### config.mk
export PLATFORM = sky130hd
export DESIGN_NAME = lsu_mem_ctrl_flat
export DESIGN_NICKNAME = d
export VERILOG_FILES = /design/src/rtl/lsu_mem_ctrl_pkg.sv /design/src/rtl/lsu_mem_ctrl_if.sv /design/src/rtl/lsu_mem_ctrl_load_align.sv /design/src/rtl/lsu_mem_ctrl.sv /design/src/flat_wrapper.sv
export SDC_FILE = /design/constraint.sdc
export NUM_CORES = 1
export LEC_CHECK = 0
export ABC_CLOCK_PERIOD_IN_PS = 5000
export CAP_MARGIN = 20
export CORE_UTILIZATION = 33
export CTS_BUF_LIST = sky130_fd_sc_hd__clkbuf_8
export CTS_CLUSTER_SIZE = 14
export DETAILED_ROUTE_END_ITERATION = 7
export PLACE_DENSITY = 0.71
export SKIP_CTS_REPAIR_TIMING = 1
export SYNTH_ARGS = -nofsm -noshare
export SYNTH_HDL_FRONTEND = slang
export SYNTH_SLANG_ARGS = --single-unit
### constraint.sdc
create_clock -name clk -period 5 [get_ports clk]
set_clock_uncertainty 0.2 [all_clocks]
set_input_delay 1.5 -clock clk [delete_from_list [all_inputs] [get_ports clk]]
set_output_delay 1.5 -clock clk [all_outputs]
set_load 0.01 [all_outputs]
### src/rtl/lsu_mem_ctrl_pkg.sv
// Shared types and constants for the load/store unit memory controller.
package lsu_pkg;

   typedef enum logic [1:0] {
      IDLE,
      ISSUE,
      WAIT,
      RESP
   } state_t;

   // RV32I funct3 size/sign encodings; stores use only the first three.
   localparam logic [2:0] F3_B  = 3'b000;
   localparam logic [2:0] F3_H  = 3'b001;
   localparam logic [2:0] F3_W  = 3'b010;
   localparam logic [2:0] F3_BU = 3'b100;
   localparam logic [2:0] F3_HU = 3'b101;

   localparam int LANES = 4;

   // True when funct3 names a supported access of the given direction.
   function automatic logic f3_legal(input logic store, input logic [2:0] f3);
      if (store) return f3 inside {F3_B, F3_H, F3_W};
      return f3 inside {F3_B, F3_H, F3_W, F3_BU, F3_HU};
   endfunction

   // True when the byte offset does not match the access size.
   function automatic logic f3_misaligned(input logic [2:0] f3, input logic [1:0] offset);
      case (f3[1:0])
         2'b01:   return offset[0];
         2'b10:   return offset != 2'b00;
         default: return 1'b0;
      endcase
   endfunction

endpackage

### src/rtl/lsu_mem_ctrl_if.sv
// Request/response channel to the core plus the byte-lane RAM port.
// The controller uses the slave view: it answers core requests and drives the RAM.
interface lsu_mem_ctrl_if #(
   parameter int ADDR_WIDTH = 31,
   parameter int DATA_WIDTH = 31
);
   logic                  i_req_valid;
   logic                  o_req_ready;
   logic                  i_req_store;
   logic [2:0]            i_req_funct3;
   logic [31:0]           i_req_addr;
   logic [31:0]           i_req_wdata;
   logic                  o_resp_valid;
   logic [31:0]           o_resp_rdata;
   logic                  o_resp_misaligned;
   logic                  o_resp_illegal;
   logic                  o_mem_read_enable;
   logic [ADDR_WIDTH:0]   o_mem_read_addr;
   logic [DATA_WIDTH:0]   i_mem_read_data;
   logic [3:0]            o_mem_write_enable;
   logic [ADDR_WIDTH:0]   o_mem_write_addr;
   logic [DATA_WIDTH:0]   o_mem_write_data;

   modport slave (
      input  i_req_valid, i_req_store, i_req_funct3, i_req_addr, i_req_wdata,
      input  i_mem_read_data,
      output o_req_ready, o_resp_valid, o_resp_rdata, o_resp_misaligned, o_resp_illegal,
      output o_mem_read_enable, o_mem_read_addr,
      output o_mem_write_enable, o_mem_write_addr, o_mem_write_data
   );

   modport master (
      output i_req_valid, i_req_store, i_req_funct3, i_req_addr, i_req_wdata,
      output i_mem_read_data,
      input  o_req_ready, o_resp_valid, o_resp_rdata, o_resp_misaligned, o_resp_illegal,
      input  o_mem_read_enable, o_mem_read_addr,
      input  o_mem_write_enable, o_mem_write_addr, o_mem_write_data
   );
endinterface

### src/rtl/lsu_mem_ctrl_load_align.sv
// Turns a raw RAM word into the load result: undo lane ordering, pick the
// addressed byte/halfword/word and sign- or zero-extend it.
module lsu_load_align
   import lsu_pkg::*;
#(
   parameter bit READ_LANE_REVERSE = 1'b1
) (
   input  logic [31:0] word,
   input  logic [1:0]  offset,
   input  logic [2:0]  funct3,
   output logic [31:0] result
);

   logic [31:0] lanes;
   logic [31:0] shifted;

   // Byte lane k ends up in bits [8k+7:8k], then the addressed lane moves to bit 0.
   always_comb begin
      // NOTE: every combinational output gets a default first so no path can infer a latch.
      lanes   = word;
      result  = '0;
      if (READ_LANE_REVERSE) lanes = {word[7:0], word[15:8], word[23:16], word[31:24]};
      shifted = lanes >> {offset, 3'b000};
      case (funct3)
         F3_B:    result = {{24{shifted[7]}}, shifted[7:0]};
         F3_BU:   result = {24'h0, shifted[7:0]};
         F3_H:    result = {{16{shifted[15]}}, shifted[15:0]};
         F3_HU:   result = {16'h0, shifted[15:0]};
         default: result = shifted;
      endcase
   end

endmodule

### src/rtl/lsu_mem_ctrl.sv
// Load/store initiator between the RV32I execute stage and the byte-lane RAM.
// One request in flight; all outputs come straight from flops.
module lsu_mem_ctrl
   import lsu_pkg::*;
#(
   parameter int ADDR_WIDTH        = 31,
   parameter int DATA_WIDTH        = 31,
   parameter bit READ_LANE_REVERSE = 1'b1
) (
   input  logic            clk,
   input  logic            rst,
   input  logic            clk_en,
   lsu_mem_ctrl_if.slave   bus
);

   // Byte address widened or narrowed so bits above the RAM word address simply wrap.
   localparam int AEXT_W = ADDR_WIDTH + 3;

   state_t              state, state_nx;
   logic [AEXT_W-1:0]   addr_ext;
   logic [ADDR_WIDTH:0] word_addr;
   logic [1:0]          offset;
   logic                req_legal, req_misaligned, req_fault;
   logic [3:0]          we_enc;
   logic [DATA_WIDTH:0] wd_enc;
   logic                store_q;
   logic [2:0]          f3_q;
   logic [1:0]          off_q;
   logic [31:0]         load_result;

   assign addr_ext  = AEXT_W'(bus.i_req_addr);
   assign word_addr = addr_ext[AEXT_W-1:2];
   assign offset    = addr_ext[1:0];

   // Classify the incoming request; illegal funct3 masks the misaligned flag.
   always_comb begin
      req_legal      = f3_legal(bus.i_req_store, bus.i_req_funct3);
      req_misaligned = f3_misaligned(bus.i_req_funct3, offset);
      req_fault      = !req_legal || req_misaligned;
   end

   // Store lane enables and lane-replicated write data.
   always_comb begin
      we_enc = 4'b1111;
      wd_enc = bus.i_req_wdata;
      case (bus.i_req_funct3[1:0])
         2'b00: begin
            we_enc = 4'b0001 << offset;
            wd_enc = {LANES{bus.i_req_wdata[7:0]}};
         end
         2'b01: begin
            we_enc = offset[1] ? 4'b1100 : 4'b0011;
            wd_enc = {2{bus.i_req_wdata[15:0]}};
         end
         default: ;
      endcase
   end

   // Next-state logic: faults skip the RAM, stores skip the read wait.
   always_comb begin
      state_nx = state;
      case (state)
         IDLE:    if (bus.i_req_valid) state_nx = req_fault ? RESP : ISSUE;
         ISSUE:   state_nx = store_q ? RESP : WAIT;
         WAIT:    state_nx = RESP;
         RESP:    state_nx = IDLE;
         default: state_nx = IDLE;
      endcase
   end

   // State register, frozen while the shared clock enable is low.
   always_ff @(posedge clk or negedge rst) begin
      // NOTE: sequential state uses non-blocking assignments so every flop samples pre-edge values.
      if (!rst)        state <= IDLE;
      else if (clk_en) state <= state_nx;
   end

   // Registered outputs, captured request fields and RAM strobes.
   always_ff @(posedge clk or negedge rst) begin
      if (!rst) begin
         store_q                <= 1'b0;
         f3_q                   <= '0;
         off_q                  <= '0;
         bus.o_req_ready        <= 1'b1;
         bus.o_resp_valid       <= 1'b0;
         bus.o_resp_rdata       <= '0;
         bus.o_resp_misaligned  <= 1'b0;
         bus.o_resp_illegal     <= 1'b0;
         bus.o_mem_read_enable  <= 1'b0;
         bus.o_mem_read_addr    <= '0;
         bus.o_mem_write_enable <= '0;
         bus.o_mem_write_addr   <= '0;
         bus.o_mem_write_data   <= '0;
      end else if (clk_en) begin
         bus.o_mem_read_enable  <= 1'b0;
         bus.o_mem_write_enable <= '0;
         bus.o_resp_valid       <= 1'b0;
         bus.o_req_ready        <= (state_nx == IDLE);
         case (state)
            IDLE: begin
               if (bus.i_req_valid) begin
                  store_q               <= bus.i_req_store;
                  f3_q                  <= bus.i_req_funct3;
                  off_q                 <= offset;
                  bus.o_resp_rdata      <= '0;
                  bus.o_resp_illegal    <= !req_legal;
                  bus.o_resp_misaligned <= req_legal && req_misaligned;
                  bus.o_resp_valid      <= req_fault;
                  if (!req_fault) begin
                     if (bus.i_req_store) begin
                        bus.o_mem_write_enable <= we_enc;
                        bus.o_mem_write_addr   <= word_addr;
                        bus.o_mem_write_data   <= wd_enc;
                     end else begin
                        bus.o_mem_read_enable  <= 1'b1;
                        bus.o_mem_read_addr    <= word_addr;
                     end
                  end
               end
            end
            ISSUE: bus.o_resp_valid <= store_q;
            WAIT: begin
               bus.o_resp_rdata <= load_result;
               bus.o_resp_valid <= 1'b1;
            end
            RESP: begin
               bus.o_resp_rdata      <= '0;
               bus.o_resp_illegal    <= 1'b0;
               bus.o_resp_misaligned <= 1'b0;
            end
            default: ;
         endcase
      end
   end

   lsu_load_align #(
      .READ_LANE_REVERSE (READ_LANE_REVERSE)
   ) u_load_align (
      .word   (bus.i_mem_read_data),
      .offset (off_q),
      .funct3 (f3_q),
      .result (load_result)
   );

endmodule

### src/flat_wrapper.sv
// flat-port wrapper written by rule: the top's interface ports become plain ports
module lsu_mem_ctrl_flat import lsu_pkg::*;
#(
   parameter int ADDR_WIDTH        = 31,
   parameter int DATA_WIDTH        = 31,
   parameter bit READ_LANE_REVERSE = 1'b1
)
  (clk, rst, clk_en, bus_i_req_valid, bus_i_req_store, bus_i_req_funct3, bus_i_req_addr, bus_i_req_wdata, bus_i_mem_read_data, bus_o_req_ready, bus_o_resp_valid, bus_o_resp_rdata, bus_o_resp_misaligned, bus_o_resp_illegal, bus_o_mem_read_enable, bus_o_mem_read_addr, bus_o_mem_write_enable, bus_o_mem_write_addr, bus_o_mem_write_data);
  lsu_mem_ctrl_if #(.ADDR_WIDTH(ADDR_WIDTH), .DATA_WIDTH(DATA_WIDTH)) bus_i ();
  input  logic clk;
  input  logic rst;
  input  logic clk_en;
  input wire logic [$bits(bus_i.i_req_valid)-1:0] bus_i_req_valid;
  input wire logic [$bits(bus_i.i_req_store)-1:0] bus_i_req_store;
  input wire logic [$bits(bus_i.i_req_funct3)-1:0] bus_i_req_funct3;
  input wire logic [$bits(bus_i.i_req_addr)-1:0] bus_i_req_addr;
  input wire logic [$bits(bus_i.i_req_wdata)-1:0] bus_i_req_wdata;
  input wire logic [$bits(bus_i.i_mem_read_data)-1:0] bus_i_mem_read_data;
  output wire logic [$bits(bus_i.o_req_ready)-1:0] bus_o_req_ready;
  output wire logic [$bits(bus_i.o_resp_valid)-1:0] bus_o_resp_valid;
  output wire logic [$bits(bus_i.o_resp_rdata)-1:0] bus_o_resp_rdata;
  output wire logic [$bits(bus_i.o_resp_misaligned)-1:0] bus_o_resp_misaligned;
  output wire logic [$bits(bus_i.o_resp_illegal)-1:0] bus_o_resp_illegal;
  output wire logic [$bits(bus_i.o_mem_read_enable)-1:0] bus_o_mem_read_enable;
  output wire logic [$bits(bus_i.o_mem_read_addr)-1:0] bus_o_mem_read_addr;
  output wire logic [$bits(bus_i.o_mem_write_enable)-1:0] bus_o_mem_write_enable;
  output wire logic [$bits(bus_i.o_mem_write_addr)-1:0] bus_o_mem_write_addr;
  output wire logic [$bits(bus_i.o_mem_write_data)-1:0] bus_o_mem_write_data;
  assign bus_i.i_req_valid = bus_i_req_valid;
  assign bus_i.i_req_store = bus_i_req_store;
  assign bus_i.i_req_funct3 = bus_i_req_funct3;
  assign bus_i.i_req_addr = bus_i_req_addr;
  assign bus_i.i_req_wdata = bus_i_req_wdata;
  assign bus_i.i_mem_read_data = bus_i_mem_read_data;
  assign bus_o_req_ready = bus_i.o_req_ready;
  assign bus_o_resp_valid = bus_i.o_resp_valid;
  assign bus_o_resp_rdata = bus_i.o_resp_rdata;
  assign bus_o_resp_misaligned = bus_i.o_resp_misaligned;
  assign bus_o_resp_illegal = bus_i.o_resp_illegal;
  assign bus_o_mem_read_enable = bus_i.o_mem_read_enable;
  assign bus_o_mem_read_addr = bus_i.o_mem_read_addr;
  assign bus_o_mem_write_enable = bus_i.o_mem_write_enable;
  assign bus_o_mem_write_addr = bus_i.o_mem_write_addr;
  assign bus_o_mem_write_data = bus_i.o_mem_write_data;
  lsu_mem_ctrl #(.ADDR_WIDTH(ADDR_WIDTH), .DATA_WIDTH(DATA_WIDTH), .READ_LANE_REVERSE(READ_LANE_REVERSE)) u_core (.clk(clk), .rst(rst), .clk_en(clk_en), .bus(bus_i));
endmodule
== Yosys cells after proc, flatten, opt, wreduce, memory -nomap -nowiden ==
Index checks and enable logic that the tools add are counted.
Storage, ports and cells
  register bits after elaboration: 141
  word-level logic and storage cells: 77
Operators by class
  equal/unequal tests: 13
  shift-type cells: 2
  reduce and logical (&&, ||, !) cells: 18
  bitwise gates (word level): 2
  multiplexer cells: 28
Operator list (number)
  32-bit case mux with 4 select lines: 1
  32-bit case mux with 3 select lines: 1
  32-bit case mux with 2 select lines: 1
  32-bit 2-to-1 mux: 1
  32-bit by 5-bit right shift with 32-bit output: 1
  4-bit 2-to-1 mux: 5
  3-bit == test (second input constant): 4
  1-bit 2-to-1 mux: 11
  5-bit AND reduction: 2
  3-bit AND reduction: 3
  2-bit case mux with 4 select lines: 1
  4-bit case mux with 2 select lines: 1
  2-bit == test (second input constant): 3
  3-bit by 1-bit == test with 1-bit output (second input constant): 2
  2-bit logical NOT: 3
  3-bit logical NOT: 2
  1-bit case mux with 2 select lines: 3
  3-bit nonzero test: 2
  5-bit nonzero test: 1
  2-bit by 1-bit == test with 1-bit output (second input constant): 2
  2-bit 2-to-1 mux: 2
  2-bit nonzero test: 2
  1-bit by 2-bit left shift with 4-bit output (first input constant): 1
  3-bit by 2-bit == test with 1-bit output (second input constant): 1
  6 further kinds: 7

== Longest topological paths before layout ==
  depth after elaboration: 10
  mapped depth: 9
  gate-level depth less buffers: 6

== By module ==
Synthesis repeated with hierarchy kept, for this count alone.
Second synthesis, totals
  cells, all modules: 585
  area total of the unflattened synthesis: 6648.9 sq um
Modules (own cells, without submodules)
  lsu_mem_ctrl: instances 1, cells an instance 478, area an instance 5954.5 sq um
  lsu_load_align: instances 1, cells an instance 107, area an instance 694.4 sq um

== Worst setup path before layout ==
Ideal clock, no wire load.
  kind: input to register
  start point: input bus_i_req_funct3[1]
  end point: register u_core.bus.o_mem_write_data[10]
  setup slack: 1.663 ns
  path buffers: 3
  library setup time: 0.125 ns
  cell stages on the path: 9
  required time: 4.675 ns
  arrival: 3.012 ns
  cells stage by stage: inv_1 -> ha_1 -> buf_2 -> o21bai_1 -> a211oi_2 -> and3_1 -> buf_2 -> buf_4 -> mux2_2
On the way
  longest elaborated chain between the ends: 8
  elaborated cells on any way between the ends: 18
  classes of those cells: eq/ne (6); mux (4); bitwise (1); reduce/logical (7)
RTL lines
  start, declared: line flat_wrapper.sv:15  | input wire logic [$bits(bus_i.i_req_funct3)-1:0] bus_i_req_funct3;
  3-bit by 1-bit == test with 1-bit output (tied with other cells): line lsu_mem_ctrl_pkg.sv:22, lsu_mem_ctrl_pkg.sv:23
  3-bit nonzero test: line lsu_mem_ctrl_pkg.sv:22  | if (store) return f3 inside {F3_B, F3_H, F3_W};
  1-bit 2-to-1 mux: line lsu_mem_ctrl_pkg.sv:22
  1-bit 2-to-1 mux: line lsu_mem_ctrl_pkg.sv:23  | return f3 inside {F3_B, F3_H, F3_W, F3_BU, F3_HU};
  1-bit logical NOT: line lsu_mem_ctrl.sv:39  | req_fault = !req_legal || req_misaligned;
  1-bit logical OR: line lsu_mem_ctrl.sv:39
  1-bit inverter (no line)
  5-bit AND reduction (no line)
  end signal, assigned: line lsu_mem_ctrl.sv:113  | bus.o_mem_write_data <= wd_enc;
  end, declared: line lsu_mem_ctrl_if.sv:29  | output o_mem_write_enable, o_mem_write_addr, o_mem_write_data
Several ways; a longest one is shown, not always the timed one. The select of a mux whose other input is x is not followed.
A chain may end at the register's enable or synchronous reset.

== Worst setup path after layout ==
  start point: input clk_en
  end point: register u_core.bus.o_mem_write_data[13]
On the way
  longest elaborated chain between the ends: 1
RTL lines
  start, declared: line flat_wrapper.sv:12  | input logic clk_en;
  5-bit AND reduction (no line)
Every way passes these cells.

==> summary.log <==
[power_and_ir_drop] clock group share of total power 0.176
[setup_path] CP Data Arrival Time 3800 ps
[logic_synthesis] number of cells produced by synthesis 510
[finish] area grow syn2layout 47.3%
[place] HPWL after detailed placement 12.8 mm
[finish] most frequent cells in the layout sky130_fd_sc_hd__clkdlybuf4s50_1 (235), sky130_fd_sc_hd__dfrtp_1 (140), sky130_fd_sc_hd__mux2_2 (103), sky130_fd_sc_hd__nand2_1 (39), sky130_fd_sc_hd__o21ai_0 (32)
[setup_path] sort of element at the start of the critical path input pin
[routing] vias after detailed routing 4,917
[power_and_ir_drop] Power Dens Cells 548 nW/um^2
[routing] DRC violations left 0
[floorplanning] IO Count 241
[logic_synthesis] cell accounting for the most synthesized area sky130_fd_sc_hd__dfrtp_1
[logic_synthesis] Distinct cells, synth 46
[routing] post-detailed-route wirelength per cell 17.7 um
[power_and_ir_drop] Final Power 0.00518 W
[cts] H-tree levels 4
[finish] fraction of the core area covered by cells at the end of the flow 0.500
[logic_synthesis] number of storage elements in the synthesis netlist 141
[floorplanning] CORE AREA 18,900 um^2
[sta] transition at the pin with the smallest max-transition slack 778 ps
[power_and_ir_drop] relative contribution of combinational cells to total power 0.453
[logic_synthesis] main flop type after synthesis sky130_fd_sc_hd__dfrtp_1
[routing] antenna-violating nets left 0
[finish] combined area of the multi-input logic cells 2680 um^2
[logic_synthesis] yosys synthesis warning count 0
[cts] clock latency on the worst-skew pair 440 ps
[floorplanning] Die Outline Area 20,000 um^2
[grt] wire length of the first global-routing pass 28.4 mm
[sta] Final min period 3670 ps
[cts] Clock Sinks 141
[logic_synthesis] fraction of synthesized cell area taken by the top area cell type 0.546
[routing] DRT Wirelength 18.0 mm
[cts] root buf cell sky130_fd_sc_hd__clkbuf_8
[logic_synthesis] post-synthesis cell area 6410 um^2
[floorplanning] Vert. Die Dim 141 um
[power_and_ir_drop] switching component of the power 0.00176 W
[place] placed cells 984
[grt] antenna violations before repair 0
[sta] unrepaired setup endpoints after global routing false
[finish] proportion of layout cells with a drive suffix above 1 0.214
[cts] total clock buffers created by CTS 17
[floorplanning] number of placement rows 50
[place] final weighted congestion in routability-driven placement 0.817
[finish] leading cell type in the layout, fill and taps excluded sky130_fd_sc_hd__clkdlybuf4s50_1
[logic_synthesis] fraction of the yosys area taken by sequential cells 0.550
[routing] via/cell ratio 4.83
[power_and_ir_drop] peak supply drop 0.000317 V
[setup_path] category of the most critical setup path in2reg
[sta] sum of negative setup slack 0 ps
[power_and_ir_drop] net switching fraction of the power 0.340
[floorplanning] Starting Density 0.340
[power_and_ir_drop] sequential share of power 0.371
[cts] number of buffers between clock root and the deepest sink 2
[sta] number of slew-limit violations in the final report 0
[run_status] outcome complete, no violations
[cts] TritonCTS clock tree done
[setup_path] required time of the worst setup path 5130 ps
[logic_synthesis] mean cell area of the mapped netlist 12.6 um^2
[setup_path] Worst Setup End Kind flop
[finish] count of fill cells added during filler insertion 1,709
[grt] global router's overall resource usage 0.185
[routing] DRT iter0 DRCs 186
[worst_hold_path] HP Class reg2reg
[sta] hold violation total from the final report 0
[sta] post-route clock period utilization 0.734
[cts] clock slew at reported path FFs 90 ps
[finish] Total Nets Final 855
[setup_path] maximum fanout along the worst path 26
[grt] maximum number of pins on one net before global-route repair 109
[finish] Sequential cell area 3530 um^2
[logic_synthesis] EDFF count, synth 0
[finish] Final Non-Filler Cells 1,018
[place] count of port buffers added during placement 236
[floorplanning] width of the die 141 um
[logic_synthesis] top area cells in the synthesized netlist sky130_fd_sc_hd__dfrtp_1 (55%), sky130_fd_sc_hd__mux2_2 (18%), sky130_fd_sc_hd__a221o_1 (2.5%)
[sta] final setup violation count 0
[sta] timing-limited maximum frequency 0.272 GHz
[grt] number of global-route vias before repair 5,201
[routing] first-pass iteration count of the detailed router 4
[setup_path] setup slack of the worst register-to-register path 2110 ps
[sta] relative max-transition margin 0.480
[power_and_ir_drop] reported leakage power 4.13 nW
[power_and_ir_drop] internal power summed over all cells 0.00342 W
[grt] GRT overflow 0
[logic_synthesis] Post-synth ARST share 1.00
[job] number of max-cap violations 0
cell usage after synthesis (9+ instances only):
| cell type | number |
|---|---|
| sky130_fd_sc_hd__inv_1 | 9 |
| sky130_fd_sc_hd__o21ai_0 | 32 |
| sky130_fd_sc_hd__nor2_1 | 16 |
| sky130_fd_sc_hd__dfrtp_1 | 140 |
| sky130_fd_sc_hd__mux2i_1 | 15 |
| sky130_fd_sc_hd__buf_2 | 15 |
| sky130_fd_sc_hd__a22o_1 | 10 |
| sky130_fd_sc_hd__a21oi_1 | 22 |
| sky130_fd_sc_hd__clkbuf_1 | 13 |
| sky130_fd_sc_hd__mux2_2 | 103 |
| sky130_fd_sc_hd__nand2_1 | 39 |
| sky130_fd_sc_hd__a221o_1 | 16 |
| sky130_fd_sc_hd__nand3b_1 | 9 |
through the flow:
| stage | hold slack (ps) | setup WS [ps] | instance area (um^2) |
|---|---|---|---|
| 3_5_place_dp | 270 | 868 | 9040 |
| 5_1_grt | 320 | 1180 | 9450 |
| 6_report | 288 | 1330 | 9450 |
| 3_3_place_gp | 262 | 884 | 9040 |
| 2_1_floorplan | 280 | 1660 | 6430 |
| 4_1_cts | 289 | 1350 | 9420 |
cell families after synthesis:
kind of cell,share of synthesized area
AOI/OAI and AO/OA,0.112
adders and majority gates,0.0137
buffers and inverters,0.0369
DFF,0.550
muxes,0.222
other,0.000585
and+or+nand+nor,0.0646
path summary, 6_finish.rpt:
path	startpoint	end	cells after the start
worst max-delay path	clk_en	u_core.bus.o_mem_write_data[13]$_DFFE_PN0P_	7
worst min-delay path	u_core.bus.o_resp_rdata[13]$_DFFE_PN0P_	u_core.bus.o_resp_rdata[13]$_DFFE_PN0P_	2
worst max register to register	u_core.state[0]$_DFFE_PN0P_	u_core.bus.o_mem_write_data[13]$_DFFE_PN0P_	7
worst min register to register	u_core.bus.o_resp_rdata[13]$_DFFE_PN0P_	u_core.bus.o_resp_rdata[13]$_DFFE_PN0P_	2
max in group asynchronous	rst	u_core.bus.o_resp_rdata[17]$_DFFE_PN0P_	3
min in group asynchronous	rst	u_core.bus.o_mem_write_data[26]$_DFFE_PN0P_	1
critical path: stages:
cell and delay [ps]:
sky130_fd_sc_hd__clkdlybuf4s50_1 450, sky130_fd_sc_hd__buf_4 210, sky130_fd_sc_hd__nand3_1 360, sky130_fd_sc_hd__a211oi_2 350
sky130_fd_sc_hd__and3_1 200, sky130_fd_sc_hd__buf_4 330, sky130_fd_sc_hd__mux2_2 390
final cells by class:
class,count,area share
flip-flops and latches,141,0.373
multi-input cells,324,0.284
repair buffers,251,0.264
well taps,260,0.0344
clock buffers,17,0.0248
clock inverters,15,0.0156
inverters,9,0.00357
diodes,1,0.000265
layer usage:
metal	vias up	wire, um	GRT usage
met5	-	0	0
met4	0	386	0.0623
met3	23	1590	0.0678
met2	191	8640	0.312
met1	2398	7390	0.217
li1	2305	-	-
sequential cells by signal (all words and copies together) (netlist names):
name / count
u_core.bus.o_mem_read_addr: 30
u_core.bus.o_mem_read_enable: 1
u_core.bus.o_mem_write_addr: 30
u_core.bus.o_mem_write_data: 32
u_core.bus.o_mem_write_enable: 4
u_core.bus.o_req_ready: 1
u_core.bus.o_resp_illegal: 1
u_core.bus.o_resp_misaligned: 1
u_core.bus.o_resp_rdata: 32
u_core.bus.o_resp_valid: 1
u_core.f3_q: 3
u_core.off_q: 2
u_core.state: 2
u_core.store_q: 1
power by group through the flow:
stage	Clock, W	Combinational [W]	Sequential, W
2_1_floorplan	0	0.000885	0.00211
3_3_place_gp	0	0.00234	0.00191
3_5_place_dp	0	0.00235	0.00194
4_1_cts	0.000950	0.00237	0.00192
5_1_grt	0.000996	0.00251	0.00199
6_report	0.000913	0.00235	0.00192
Note: power is estimated with default switching activity, not from simulation.
